[src/rtl/hack_alu_pkg.sv]
// rtl/hack_alu_pkg.sv - shared width, control-bit indices and canonical function codes for hack_alu
package hack_alu_pkg;

   localparam int W = 16;

   // Bit positions inside the packed control word {zx, nx, zy, ny, f, no}
   localparam int CTL_ZX = 5;
   localparam int CTL_NX = 4;
   localparam int CTL_ZY = 3;
   localparam int CTL_NY = 2;
   localparam int CTL_F  = 1;
   localparam int CTL_NO = 0;

   localparam logic [5:0] C_ZERO    = 6'b101010;
   localparam logic [5:0] C_ONE     = 6'b111111;
   localparam logic [5:0] C_NEG1    = 6'b111010;
   localparam logic [5:0] C_X       = 6'b001100;
   localparam logic [5:0] C_Y       = 6'b110000;
   localparam logic [5:0] C_NOT_X   = 6'b001101;
   localparam logic [5:0] C_NEG_X   = 6'b001111;
   localparam logic [5:0] C_X_INC   = 6'b011111;
   localparam logic [5:0] C_X_ADD_Y = 6'b000010;
   localparam logic [5:0] C_X_SUB_Y = 6'b010011;
   localparam logic [5:0] C_Y_SUB_X = 6'b000111;
   localparam logic [5:0] C_X_AND_Y = 6'b000000;
   localparam logic [5:0] C_X_OR_Y  = 6'b010101;

endpackage

[src/rtl/hack_alu_pre.sv]
// rtl/hack_alu_pre.sv - operand preprocessor: optional zeroing followed by optional bitwise inversion
module hack_alu_pre
   import hack_alu_pkg::*;
(
   input  logic [W-1:0] data_i,
   input  logic         zero_i,
   input  logic         neg_i,
   output logic [W-1:0] data_o
);

   logic [W-1:0] zeroed;

   assign zeroed = zero_i ? '0 : data_i;
   assign data_o = neg_i ? ~zeroed : zeroed;

endmodule

[src/rtl/hack_alu.sv]
// rtl/hack_alu.sv - Hack 16-bit ALU with combinational result/flags and a clock-enabled result register
// Carry/overflow status ports and logic exist only when HACK_ALU_STATUS_EN is defined.
module hack_alu
   import hack_alu_pkg::*;
(
   input  logic         clk,
   input  logic         rst,
   input  logic [W-1:0] x,
   input  logic [W-1:0] y,
   input  logic         zx,
   input  logic         nx,
   input  logic         zy,
   input  logic         ny,
   input  logic         f,
   input  logic         no,
   input  logic         en,
   output logic [W-1:0] out,
   output logic         zr,
   output logic         ng,
   output logic [W-1:0] out_r,
   output logic         zr_r,
   output logic         ng_r
`ifdef HACK_ALU_STATUS_EN
   ,
   output logic         cy,
   output logic         ov,
   output logic         cy_r,
   output logic         ov_r
`endif
);

   logic [5:0]   ctl;
   logic [W-1:0] xb;
   logic [W-1:0] yb;
   logic [W-1:0] sum;
   logic [W-1:0] res;

   logic [W-1:0] out_q, out_d;
   logic         zr_q,  zr_d;
   logic         ng_q,  ng_d;

   assign ctl = {zx, nx, zy, ny, f, no};

   hack_alu_pre u_pre_x (
      .data_i (x),
      .zero_i (ctl[CTL_ZX]),
      .neg_i  (ctl[CTL_NX]),
      .data_o (xb)
   );

   hack_alu_pre u_pre_y (
      .data_i (y),
      .zero_i (ctl[CTL_ZY]),
      .neg_i  (ctl[CTL_NY]),
      .data_o (yb)
   );

`ifdef HACK_ALU_STATUS_EN
   logic [W:0] sum_full;
   logic       cy_q, cy_d;
   logic       ov_q, ov_d;

   assign sum_full = {1'b0, xb} + {1'b0, yb};
   assign sum      = sum_full[W-1:0];
   // Status reflects the adder before the output inversion and is masked in AND mode.
   assign cy = ctl[CTL_F] & sum_full[W];
   assign ov = ctl[CTL_F] & (xb[W-1] == yb[W-1]) & (sum[W-1] != xb[W-1]);
`else
   assign sum = xb + yb;
`endif

   assign res = ctl[CTL_F] ? sum : (xb & yb);
   assign out = ctl[CTL_NO] ? ~res : res;
   assign zr  = (out == '0);
   assign ng  = out[W-1];

   always_comb begin
      out_d = out_q;
      zr_d  = zr_q;
      ng_d  = ng_q;
`ifdef HACK_ALU_STATUS_EN
      cy_d  = cy_q;
      ov_d  = ov_q;
`endif
      if (en) begin
         out_d = out;
         zr_d  = zr;
         ng_d  = ng;
`ifdef HACK_ALU_STATUS_EN
         cy_d  = cy;
         ov_d  = ov;
`endif
      end
   end

   always_ff @(posedge clk) begin
      if (rst) begin
         out_q <= '0;
         zr_q  <= 1'b1;
         ng_q  <= 1'b0;
`ifdef HACK_ALU_STATUS_EN
         cy_q  <= 1'b0;
         ov_q  <= 1'b0;
`endif
      end else begin
         out_q <= out_d;
         zr_q  <= zr_d;
         ng_q  <= ng_d;
`ifdef HACK_ALU_STATUS_EN
         cy_q  <= cy_d;
         ov_q  <= ov_d;
`endif
      end
   end

   assign out_r = out_q;
   assign zr_r  = zr_q;
   assign ng_r  = ng_q;
`ifdef HACK_ALU_STATUS_EN
   assign cy_r  = cy_q;
   assign ov_r  = ov_q;
`endif

endmodule

[config.mk]
export PLATFORM = sky130hd
export DESIGN_NAME = hack_alu
export DESIGN_NICKNAME = d
export VERILOG_FILES = /design/src/rtl/hack_alu_pkg.sv /design/src/rtl/hack_alu_pre.sv /design/src/rtl/hack_alu.sv
export SDC_FILE = /design/constraint.sdc
export NUM_CORES = 1
export LEC_CHECK = 0
export CAP_MARGIN = 20
export CORE_MARGIN = 2
export CORE_UTILIZATION = 46
export CTS_BUF_LIST = sky130_fd_sc_hd__clkbuf_4 sky130_fd_sc_hd__clkbuf_8 sky130_fd_sc_hd__clkbuf_16
export DETAILED_ROUTE_END_ITERATION = 10
export HOLD_SLACK_MARGIN = 0.15
export PLACE_DENSITY_LB_ADDON = 0.3
export REMOVE_ABC_BUFFERS = 1
export SKIP_LAST_GASP = 1
export SYNTH_ARGS = -nofsm -noshare
export SYNTH_HDL_FRONTEND = slang
export SYNTH_SLANG_ARGS = --single-unit
[constraint.sdc]
create_clock -name clk -period 5.7 [get_ports clk]
set_input_delay 0.855 -clock clk [delete_from_list [all_inputs] [get_ports clk]]
set_output_delay 0.855 -clock clk [all_outputs]
set_load 0.01 [all_outputs]
==> metrics.md <==
| Metric | Value |
|---|---|
| EDFF count, synth | 0 |
| Min-Delay Path Class | reg -> reg |
| Slowest stage delay, CP | approximately 0.60 ns |
| Placed Area | 3370 sq um |
| Async SR Flop Fraction | 0 |
| Critical path type | in -> out |
| Most frequent cells in the layout | 75 x clkdlybuf4s50_1, 45 x xnor2_1, 36 x nand2b_1 |
| Skew final | 0 ns |
| Startpoint types | primary input |
| Post_cts resized | 0 |
| Hold-critical path depth | 2 |
| Mapped cell area | 2620 sq um |
| Yosys top cell area share | 0.151 |
| Outcome | finished clean |
| FP Rows | 27 |
| Slowest-stage cell, CP | clkdlybuf4s50_1 |
| Hpwl dp | between 4 and 5 mm |
| Setup TNS | 0 ns |
| Syn_area_per_cell | 7.86 sq um |
| Count of final setup violators | 0 |
| H-tree depth | 1 |
| Post-CTS Hold Buffers | 0 |
| Seq cells post-synth | 17 |
| Pins Over Slew Limit | 0 |
| Critical Path AT | 4.56 ns |
| Reg-to-reg setup timing slack | approximately 5 ns |
| Hold Startpoint | out_r[14]$_SDFFE_PP0P_ |
| Max clock buf depth | 2 |
| Max-cap violations | 0 |
| Util after Layout | 0.623 |
| Diode count | 0 |
| FMAX | around 180 MHz |
| DRC violations left | 0 |
| Num CTS Buffers | 3 |
| Ys flop type | dfxtp_1 |
| Reg-to-Reg Start | zr_r$_SDFFE_PP1P_ |
| Fin. Hold Viols | 0 |
| CTS clk-pin slew, worst paths | roughly 0.060 ns |
| Mapped Cells | about 330 |
| Initial core utilization | 0.475 |
| Power consumption | 781 uW |
| Count of cell types in the netlist | 55 |
| Routed Antenna Nets | 0 |
| Drt via density | 5.30 |
| Core box area | 5510 sq um |
| Pre-antenna DRT Iters | 4 |
| Vias in the first global route | 2241 |
| CTS tree | yes |
| Worst r2r path cells | 2 |
| Chip Height | 79.4 um |
| Initial antenna violation count | 0 |
| # IOs | 77 |
| WL per Instance | 12.6 um |
| Sequential area share after synthesis | 0.130 |
| Post-CTS setup buffer count | 0 |
| Critical-path cell list | clkdlybuf4s50_1, buf_4, xnor2_1, ha_1, or3b_2, a31oi_1, nor3_2, xnor2_1, or4_1, nor4_2, nand4b_1, nor2_1, clkdlybuf4s50_1 |
| Worst-margin pin slew | roughly 0.96 ns |
| Total wire length | slightly below 6 mm |
| GRT Resource Usage Total | 0.188 |
| Vias | 2498 |
| Nets | approximately 460 |
| RSZ-0062 raised after global routing | no |
| Area growth syn-to-layout | 31.2% |
| Routability cong. | 0.901 |
| Area contributors post-synth | xnor2_1 15%, dfxtp_1 13%, nand2b_1 8.6% |
| Area leader, netlist | xnor2_1 |
| Tcrit/Tclk final | 0.950 |
| Worst Setup End Kind | primary output |
| R2r endpoint | zr_r$_SDFFE_PP1P_ |
| Synthesis Warnings | 0 |
| Die width | 79.4 um |
| CP required | ~4.9 ns |
| Post-route design area | 3430 sq um |
| Worst Path Max Fanout | 12 |
| Clock Sinks | 17 |
| Slew margin rel. | 0.358 |
| WHS Endpoint | out_r[14]$_SDFFE_PP0P_ |
| GR Overflow Total | 0 |
| Clock latency on the worst-skew pair | between 0.2 and 0.3 ns |
| Minimum clock period | 5.41 ns |
| Die area | between 6000 and 7000 sq um |
| PwrDens | 228 nW/um^2 |
| Peak VDD IR | 0.133 mV |
| Lkg Pwr | 1.34 nW |
| Share of layout cells above drive strength 1 | 0.0602 |
| First-pass GRT wire length | 10.0 mm |
| Commonest non-fill, non-tap cell in the layout | clkdlybuf4s50_1 |
| Number of port buffers | 76 |
| Clk root buf | clkbuf_8 |
| Starting DRT DRC Count | 93 |
| Largest net degree at the start of global routing | 37 |
-- where the power goes --
part | leakage (nW) | internal (mW) | switching [mW] | total (mW)
registers | 0.141 | 0.135 | 0.00840 | 0.144
clock network | 0.0255 | 0.0484 | 0.0378 | 0.0861
logic | 1.17 | 0.277 | 0.274 | 0.551
total | 1.34 | 0.461 | 0.320 | 0.781
-- flip-flops by register name (all words and copies together) (netlist names) --
name / cells
out_r: 16
zr_r: 1
-- worst max-delay path, delay by kind of cell --
family	cells	cell delay, ns
adders and majority gates	1	0.29
AOI/OAI and AO/OA	1	0.22
and+or+nand+nor	6	1.53
buffers and inverters	3	1.42
xor gates and xnor gates	2	0.25
-- cell families (layout without fill, tap and decap cells) --
kind of cell	count (synthesis)	in the layout	synth area share
and+or+nand+nor	119	119	0.249
adders and majority gates	17	17	0.0842
muxes	21	21	0.0803
buffers and inverters	28	94	0.0693
xor gates and xnor gates	53	53	0.177
DFF	17	17	0.130
AOI/OAI and AO/OA	78	78	0.210
-- per-layer routing --
metal | vias to the layer above | track usage | wire length (um)
met5 | - | 0 | 0
met4 | 0 | 0.0448 | 57
met3 | 6 | 0.0136 | 286
met2 | 82 | 0.323 | 2720
met1 | 1101 | 0.255 | 2870
li1 | 1309 | - | -
-- metrics by stage --
stage	setup slack (ns)	hold WS, ns	cells
2_1_floorplan	1.41	0.499	310
3_3_place_gp	0.219	0.468	467
3_5_place_dp	0.127	0.473	467
4_1_cts	0.0986	0.488	471
5_1_grt	0.0521	0.508	471
6_report	0.286	0.491	471
-- synth_stat cells, drive strengths merged, types with 3 or more instances --
library cell and number:
xnor2 45, nand2b 36, nor2 29, mux2i 21, a21oi 17, clkbuf 17
dfxtp 17, o21ai 17, ha 16, nand2 13, o211ai 8, xor2 8
nor3 7, a31oi 6, buf 6, nand3 6, or3 6, and3 5
inv 5, a211oi 4, a21o 4, o21a 4, nand3b 3, nand4 3
o2111ai 3, o21bai 3, o31ai 3
-- worst max path at each step --
stage               from  endpoint  slack [ns]  depth (start not counted)
finish                ny        zr        0.29                         13
global route          ny        zr        0.05                         14
CTS                   nx        zr         0.1                         13
detailed placement    nx        zr        0.13                         13
global placement      nx        zr        0.22                         13
floorplan             zx        zr        1.41                         11
-- layout make-up --
cell class | count | area (sq um)
Clock buffer | 3 | 41.3
Tap cell | 72 | 90.1
Inverter | 5 | 18.8
Sequential cell | 17 | 340
Fill cell | 530 | 2070
Timing Repair Buffer | 85 | 831
Multi-Input combinational cell | 288 | 2110
Clock inverter | 1 | 5.00
Power figures use the tool's default switching activity.
